$ cat config.mk
export PLATFORM = sky130hd
export DESIGN_NAME = key_debounce
export DESIGN_NICKNAME = d
export VERILOG_FILES = /design/src/rtl/key_debounce.sv
export SDC_FILE = /design/constraint.sdc
export NUM_CORES = 1
export LEC_CHECK = 0
export CORE_MARGIN = 1
export CORE_UTILIZATION = 45
export CTS_BUF_LIST = sky130_fd_sc_hd__clkbuf_4
export CTS_CLUSTER_SIZE = 12
export DETAILED_ROUTE_END_ITERATION = 16
export SLEW_MARGIN = 15
export SYNTH_ARGS = -nofsm -noshare
export SYNTH_HDL_FRONTEND = slang
export SYNTH_SLANG_ARGS = --single-unit
$ cat constraint.sdc
create_clock -name clk_50M -period 2.9 [get_ports clk_50M]
set_clock_uncertainty 0.05 [all_clocks]
set_input_delay 0.435 -clock clk_50M [delete_from_list [all_inputs] [get_ports clk_50M]]
set_output_delay 0.435 -clock clk_50M [all_outputs]
set_load 0.02 [all_outputs]
$ cat src/rtl/key_debounce.sv
// Debounced push-button reader: two-flop synchroniser per key, then a per-key
// counter FSM that qualifies presses/releases and toggles an active-low LED per press.
//
// state      | meaning
// -----------+----------------------------------------------------
// IDLE       | key released and stable, counter held at 0
// DB_PRESS   | synchronised input low, counting toward a press
// HELD       | key pressed and stable, counter held at 0
// DB_RELEASE | synchronised input high, counting toward a release
module key_debounce #(
  parameter int NKEY            = 4,
  parameter int DEBOUNCE_CYCLES = 1_000_000
) (
  input  logic            clk_50M,
  input  logic            rst,
  input  logic [NKEY-1:0] key_n,
  output logic [NKEY-1:0] key_state,
  output logic [NKEY-1:0] key_press,
  output logic [NKEY-1:0] key_release,
  output logic [NKEY-1:0] led_n
);

  localparam int CW = $clog2(DEBOUNCE_CYCLES);
  localparam logic [CW-1:0] CNT_LAST = CW'(DEBOUNCE_CYCLES - 1);

  localparam logic [1:0] S_IDLE       = 2'd0;
  localparam logic [1:0] S_DB_PRESS   = 2'd1;
  localparam logic [1:0] S_HELD       = 2'd2;
  localparam logic [1:0] S_DB_RELEASE = 2'd3;

  logic [NKEY-1:0] sync1_q;
  logic [NKEY-1:0] sync2_q;

  // Synchroniser flops reset to the released level so a key held through reset reads as a new press.
  always_ff @(posedge clk_50M or negedge rst) begin
    if (!rst) begin
      sync1_q <= '1;
      sync2_q <= '1;
    end else begin
      sync1_q <= key_n;
      sync2_q <= sync1_q;
    end
  end

  for (genvar i = 0; i < NKEY; i++) begin : g_key
    logic [1:0]    state_q, state_d;
    logic [CW-1:0] cnt_q, cnt_d;
    logic          press_d, release_d;
    logic          kstate_q, press_q, release_q, led_q;

    always_comb begin
      state_d   = state_q;
      cnt_d     = cnt_q;
      press_d   = 1'b0;
      release_d = 1'b0;
      case (state_q)
        S_IDLE: begin
          cnt_d = '0;
          if (!sync2_q[i]) state_d = S_DB_PRESS;
        end
        S_DB_PRESS: begin
          if (sync2_q[i]) begin
            state_d = S_IDLE;
            cnt_d   = '0;
          end else if (cnt_q == CNT_LAST) begin
            state_d = S_HELD;
            cnt_d   = '0;
            press_d = 1'b1;
          end else begin
            cnt_d = cnt_q + CW'(1);
          end
        end
        S_HELD: begin
          cnt_d = '0;
          if (sync2_q[i]) state_d = S_DB_RELEASE;
        end
        S_DB_RELEASE: begin
          if (!sync2_q[i]) begin
            state_d = S_HELD;
            cnt_d   = '0;
          end else if (cnt_q == CNT_LAST) begin
            state_d   = S_IDLE;
            cnt_d     = '0;
            release_d = 1'b1;
          end else begin
            cnt_d = cnt_q + CW'(1);
          end
        end
        default: begin
          state_d = S_IDLE;
          cnt_d   = '0;
        end
      endcase
    end

    // Level, pulses and LED all register from the next state so they change on the same edge.
    always_ff @(posedge clk_50M or negedge rst) begin
      if (!rst) begin
        state_q   <= S_IDLE;
        cnt_q     <= '0;
        kstate_q  <= 1'b0;
        press_q   <= 1'b0;
        release_q <= 1'b0;
        led_q     <= 1'b1;
      end else begin
        state_q   <= state_d;
        cnt_q     <= cnt_d;
        kstate_q  <= (state_d == S_HELD) || (state_d == S_DB_RELEASE);
        press_q   <= press_d;
        release_q <= release_d;
        if (press_d) led_q <= ~led_q;
      end
    end

    assign key_state[i]   = kstate_q;
    assign key_press[i]   = press_q;
    assign key_release[i] = release_q;
    assign led_n[i]       = led_q;
  end

endmodule

==> impl_metrics.ini, run 1 <==
[floorplanning]
die-area_sq_um = 11950
core_sq_um = 11030
start_util_pct = 46.97
die_w_um = 109.3
die_y_um = 109.3
pin_count = 22
row_count = 38

[sta]
rsz0062_at_grt = no
hold_violations = 0
slew-limit-headroom_pct = 56.40
final.setup.tns_ns = 0
fmax_mhz = 448.5
finalSetupViolations = 0
tightest_slew_ns = 0.6540
setup_ws_ns = 0.6704
fin_crit_sh_pct = 76.88
fin_crit_ns = 2.230
slew_viol_final = 0

[flow_run]
maxCapViolCount = 0

[worst_setup_path]
cp_slowest_cell = or4_1
reg2regPathDepth = 5
worstPathRequired_ns = 3.24
path_delay_family = simple AND/OR/NAND/NOR gates
cp_slowest_stage_delay_ns = 0.66
cp-start-kind = register
crit_fanout = 7
crit_path_cell_trace = ha_1 -> nand3_2 -> or4_1 -> or4_1 -> a21oi_1
path_class = register to register
cp.arrival_ns = 2.57
end_kind = register
r2r-start = g_key[1].cnt_q[0]
worst-path-buf-inv = 0
ff2ff_setup_slack_ns = 0.67
crit_path_frequent_cell = or4_1
worstReg2RegEnd = g_key[1].cnt_q[18]

[cts]
cts_resized = 0
clk_pin_slew_ns = 0.15
ctsHtreeMaxLevel = 3
cts_sinks = 111
cts_tree = built
root_buffer = clkbuf_4
clockBufferDepth = 2
clk-insertion-delay-late_ns = 0.46
cts_made_buffers = 9

[synth]
yosysTopAreaCellShare_pct = 47.81
synthCells = 514
syn_avg_cell_area_sq_um = 10.08
async_reset_ff_share_pct = 100.0
ys_types = 36
synth_most_common_cell = dfrtp_1
synth-edff-count = 0
yosysSeqAreaShare_pct = 53.90
synth_seq_cells = 111
synth_top_cell_by_area = dfrtp_1
yosys-top-cells-count = dfrtp_1, nor2_1, xnor2_1
synth.top_cells.by_area = dfrtp_1, xnor2_1, dfstp_2, nor2_1, or4_1
syn-num-nets = 524
syn_area_sq_um = 5181
synthFlopType = dfrtp_1
yosysWarnings = 0

[global_routing]
grt_usage_pct = 16.72
grt_pass1_wl_um = 15590
antenna_found_initial = 0
grt_pass1_vias = 3402
grt_max_degree = 47
gr-total-overflow = 0

[route]
ant_nets = 0
drc_errors = 0
wirelength_um = 8999
vias = 3563
wl_per_cell_um = 13.59
first_iter_violations = 190
drt_pre_antenna_iters = 5
via_per_inst = 5.382

[power_and_ir_drop]
p_per_area_nw_per_um2 = 417.0
leakagePower_nw = 2.094
peakVddDrop_uv = 321.4

[final_layout]
antennaDiodeCount = 0
drive_gt1_share_pct = 5.939
final_util_pct = 50.03
area_growth_pct = 6.520
num-nets-final = 527

[hold_path]
min_to = sync1_q[2]
hold_class = input pin to register
worstHoldStart = key_n[2]
holdPathStages = 1

[placed_design]
hpwlAfterDp_um = 6087
gp_congestion = 0.7842
io_buffers = 21
dp_slack_ns = 0.6693

[run_status]
status = finished clean
==> worst reg2reg max path, cell delays in order, from the launching register on <==
cell and delay (ns):
dfrtp_1 0.43, ha_1 0.22, nand3_2 0.15, or4_1 0.66
or4_1 0.50, a21oi_1 0.16
==> through the flow <==
stage          area [sq um]  std cells  hold slack (ns)  total power [W]
2_1_floorplan          5181        514          0.08941         0.001635
3_3_place_gp           5406        645           0.2957         0.001684
3_5_place_dp           5406        645           0.2969         0.001687
4_1_cts                5519        662           0.2730         0.002352
5_1_grt                5519        662           0.2514         0.002421
6_report               5519        662           0.3107         0.002301
==> cell usage in the layout, fill, tap and decap left out, types with 4 or more instances in the layout <==
master and count:
a21o_1 4, a21oi_1 24, and2_1 5, and3_1 10, clkbuf_4 10, clkdlybuf4s50_1 20
clkinv_1 4, dfrtp_1 99, dfstp_2 12, ha_1 4, inv_1 27, mux2i_1 7
nand2_1 23, nand3_1 22, nand4_1 16, nor2_1 72, nor3_1 15, nor4_1 12
o21ai_0 12, o31ai_1 12, or3_1 13, or4_1 19, xnor2_1 49, xor2_1 7
==> final cells by class <==
cell class                 count  area [sq um]
clock inverter                 6         27.53
inverter                      27         101.3
multi-input combinational    344          2102
fill                        1051          5512
timing repair buffer          24         245.2
clock buffer                  10         75.07
tap                          140         175.2
sequential                   111          2793
==> report_power, final <==
| group | internal, W | switching (W) | total (W) |
|---|---|---|---|
| Combinational | 0.0000205 | 0.0000557 | 0.0000762 |
| Sequential | 0.00157 | 0.0000121 | 0.00158 |
| Clock | 0.000174 | 0.000472 | 0.000646 |
| Total | 0.00176 | 0.000540 | 0.00230 |
==> state kept, by name, summed over array words and instances, names as in the netlist <==
name             flops
g_key.kstate_q       4
g_key.press_q        4
sync1_q              4
g_key.state_q        7
sync2_q              4
g_key.release_q      4
g_key.cnt_q         80
g_key.led_q          4
==> routing by layer <==
| metal | wire [um] | part of all wire [%] | GRT usage (%) | up-vias |
|---|---|---|---|---|
| met5 | 0 | 0 | 0 | - |
| met4 | 71 | 0.79 | 4.000 | 0 |
| met3 | 315 | 3.5 | 4.979 | 6 |
| met2 | 4193 | 47 | 26.77 | 54 |
| met1 | 4419 | 49 | 22.38 | 1735 |
| li1 | - | - | - | 1768 |
==> cells by family after synthesis <==
| kind of cell | share of synthesized area (%) |
|---|---|
| AND/OR/NAND/NOR | 22.99 |
| flip-flops | 53.90 |
| AO/OA/AOI/OAI | 5.796 |
| adder cells (fa/ha/maj) | 0.9660 |
| XOR/XNOR | 9.466 |
| buffers and inverters | 5.530 |
| multiplexers | 1.352 |
==> repair_timing <==
action	in CTS	in global routing
buffers inserted	0	0
hold buffers	1	0
endpoints found under the setup margin	0	0
hold endpoints to repair	37	0
==> worst max-delay path by stage <==
stage / from / to / depth (start not counted)
final: g_key[1].cnt_q[0] / g_key[1].cnt_q[18] / 5
after global routing: g_key[0].cnt_q[0] / g_key[0].cnt_q[8] / 5
after global placement: g_key[1].cnt_q[0] / g_key[1].cnt_q[18] / 5
after detailed placement: g_key[1].cnt_q[0] / g_key[1].cnt_q[18] / 5
after floorplan: g_key[1].cnt_q[0] / g_key[1].cnt_q[18] / 6
after CTS: g_key[1].cnt_q[0] / g_key[1].cnt_q[18] / 5
(Power assumes the default switching activity.)
==> run 2, diff against run 1 <==
==> constraint.sdc (replaced) <==
create_clock -name clk_50M -period 2.2 [get_ports clk_50M]
set_clock_uncertainty 0.05 [all_clocks]
set_input_delay 0.33 -clock clk_50M [delete_from_list [all_inputs] [get_ports clk_50M]]
set_output_delay 0.33 -clock clk_50M [all_outputs]
set_load 0.02 [all_outputs]
==> run 2 against run 1 <==
Compared with the run above: clock power rose by 78%; largest power group unchanged; non-clock buffer count rose by 18; wire length rose by 3.5%; total power rose by 45%; sequential cell count did not move; via count rose by 1.1%.
==> impl_metrics.ini, run 2 (same netlist as run 1, synthesis figures left out) <==
[run_status]
status = finished clean

[final_layout]
n_fill_cell = 1034
num-nets-final = 545
reg.largest.list = g_key.cnt_q: 80 flops, g_key.state_q: 7 flops
final_util_pct = 51.91
antennaDiodeCount = 0
regArea_sq_um = 2793
final_cell_mix = dfrtp_1, nor2_1, xnor2_1
regMostFlops = g_key.cnt_q
drive_gt1_share_pct = 10.19
layout_commonest_cell = dfrtp_1
area_growth_pct = 10.50
largest_reg_flops = 80
multi_input_area_sq_um = 2110

[placed_design]
dp_slack_ns = 0.09165
io_buffers = 21
gp_congestion = 0.7806
hpwlAfterDp_um = 6445

[sta]
fin_crit_ns = 2.095
finalSetupViolations = 0
rsz0062_at_grt = no
slew_viol_final = 0
slew-limit-headroom_pct = 64.90
final.setup.tns_ns = 0
fmax_mhz = 477.4
tightest_slew_ns = 0.5217
setup_ws_ns = 0.1053
hold_violations = 0
whs_ns = 0.1906
fin_crit_sh_pct = 95.21

[cts]
clk-insertion-delay-late_ns = 0.48
ctsHtreeMaxLevel = 3
root_buffer = clkbuf_4
cts_tree = built
clk_pin_slew_ns = 0.17
cts_made_buffers = 9
clockBufferDepth = 2
cts_sinks = 111

[hold_path]
worstHoldStart = key_n[2]
hold_class = input pin to register
holdPathStages = 1

[route]
wl_per_cell_um = 13.70
ant_nets = 0
m1WireLength_um = 4562
first_iter_violations = 217
wl_met3_um = 267
top_layer_used = met4
drt_pre_antenna_iters = 4
vias = 3602
wirelength_um = 9315
drc_errors = 0
via_per_inst = 5.297
met2RoutedLength_um = 4374

[power_and_ir_drop]
leakagePower_nw = 2.214
peakVddDrop_uv = 369.4
p_per_area_nw_per_um2 = 583.8

[floorplanning]
die_y_um = 109.3
die_w_um = 109.3
die-area_sq_um = 11950
start_util_pct = 46.97
pin_count = 22
row_count = 38
core_sq_um = 11030

[global_routing]
grt_max_degree = 53
grt_pass1_wl_um = 16550
grt_pass1_vias = 3565
antenna_found_initial = 0
gr-total-overflow = 0
grt_usage_pct = 17.80

[worst_setup_path]
cp.arrival_ns = 2.45
critPathLaunch = g_key[1].cnt_q[2]
path_class = register to register
end_kind = register
crit_fanout = 8
worstPathRequired_ns = 2.55
cp-start-kind = register
reg2regPathDepth = 4
r2r-start = g_key[1].cnt_q[2]

[flow_run]
maxCapViolCount = 0
==> run 2: per-layer routing <==
metal | vias up | GRT usage, %
met4 | 0 | 5.619
met3 | 9 | 4.861
met2 | 39 | 27.99
met1 | 1759 | 23.98
met5 | - | 0
li1 | 1795 | -
==> run 2: path summary, 6_finish.rpt <==
check	to	slack (ns)
setup / recovery	g_key[1].cnt_q[17]	0.11
hold / removal	sync1_q[2]	0.19
setup reg to reg	g_key[1].cnt_q[17]	0.11
hold reg to reg	sync2_q[0]	0.32
max in group asynchronous	sync2_q[0]	1.22
min in group asynchronous	g_key[1].cnt_q[19]	0.23
==> run 2: report_power, final <==
part           total [W]  leakage (nW)  switching [W]  internal, W
clock network    0.00115        0.0914       0.000665     0.000483
logic           0.000113         0.627      0.0000766    0.0000364
registers        0.00208          1.50      0.0000156      0.00207
==> run 2: stage by stage <==
| stage | cells | total power, W | instance area [sq um] |
|---|---|---|---|
| 2_1_floorplan | 514 | 0.002155 | 5181 |
| 3_3_place_gp | 662 | 0.002228 | 5534 |
| 3_5_place_dp | 662 | 0.002233 | 5534 |
| 4_1_cts | 679 | 0.003406 | 5710 |
| 5_1_grt | 680 | 0.003509 | 5725 |
| 6_report | 680 | 0.003343 | 5725 |
==> run 2: final cells by class <==
| class | instances | share of cell area, % |
|---|---|---|
| Timing Repair Buffer | 42 | 6.643 |
| Multi-Input combinational cell | 344 | 36.84 |
| Inverter | 27 | 1.770 |
| Sequential cell | 111 | 48.78 |
| Clock inverter | 6 | 1.595 |
| Tap cell | 140 | 3.059 |
| Clock buffer | 10 | 1.311 |
==> run 2: repair_timing <==
action / CTS / global route
hold buffers: 1 / 0
hold endpoints to repair: 22 / 0
gates resized for setup: 0 / 2
buffers inserted: 0 / 1
setup endpoints to repair: 0 / 7
==> run 2: critical path, stage by stage, from the launching register on <==
cell     delay, ns
dfrtp_1       0.46
nand4_2       0.17
or4_1         0.67
or4_1         0.52
a21oi_1       0.16
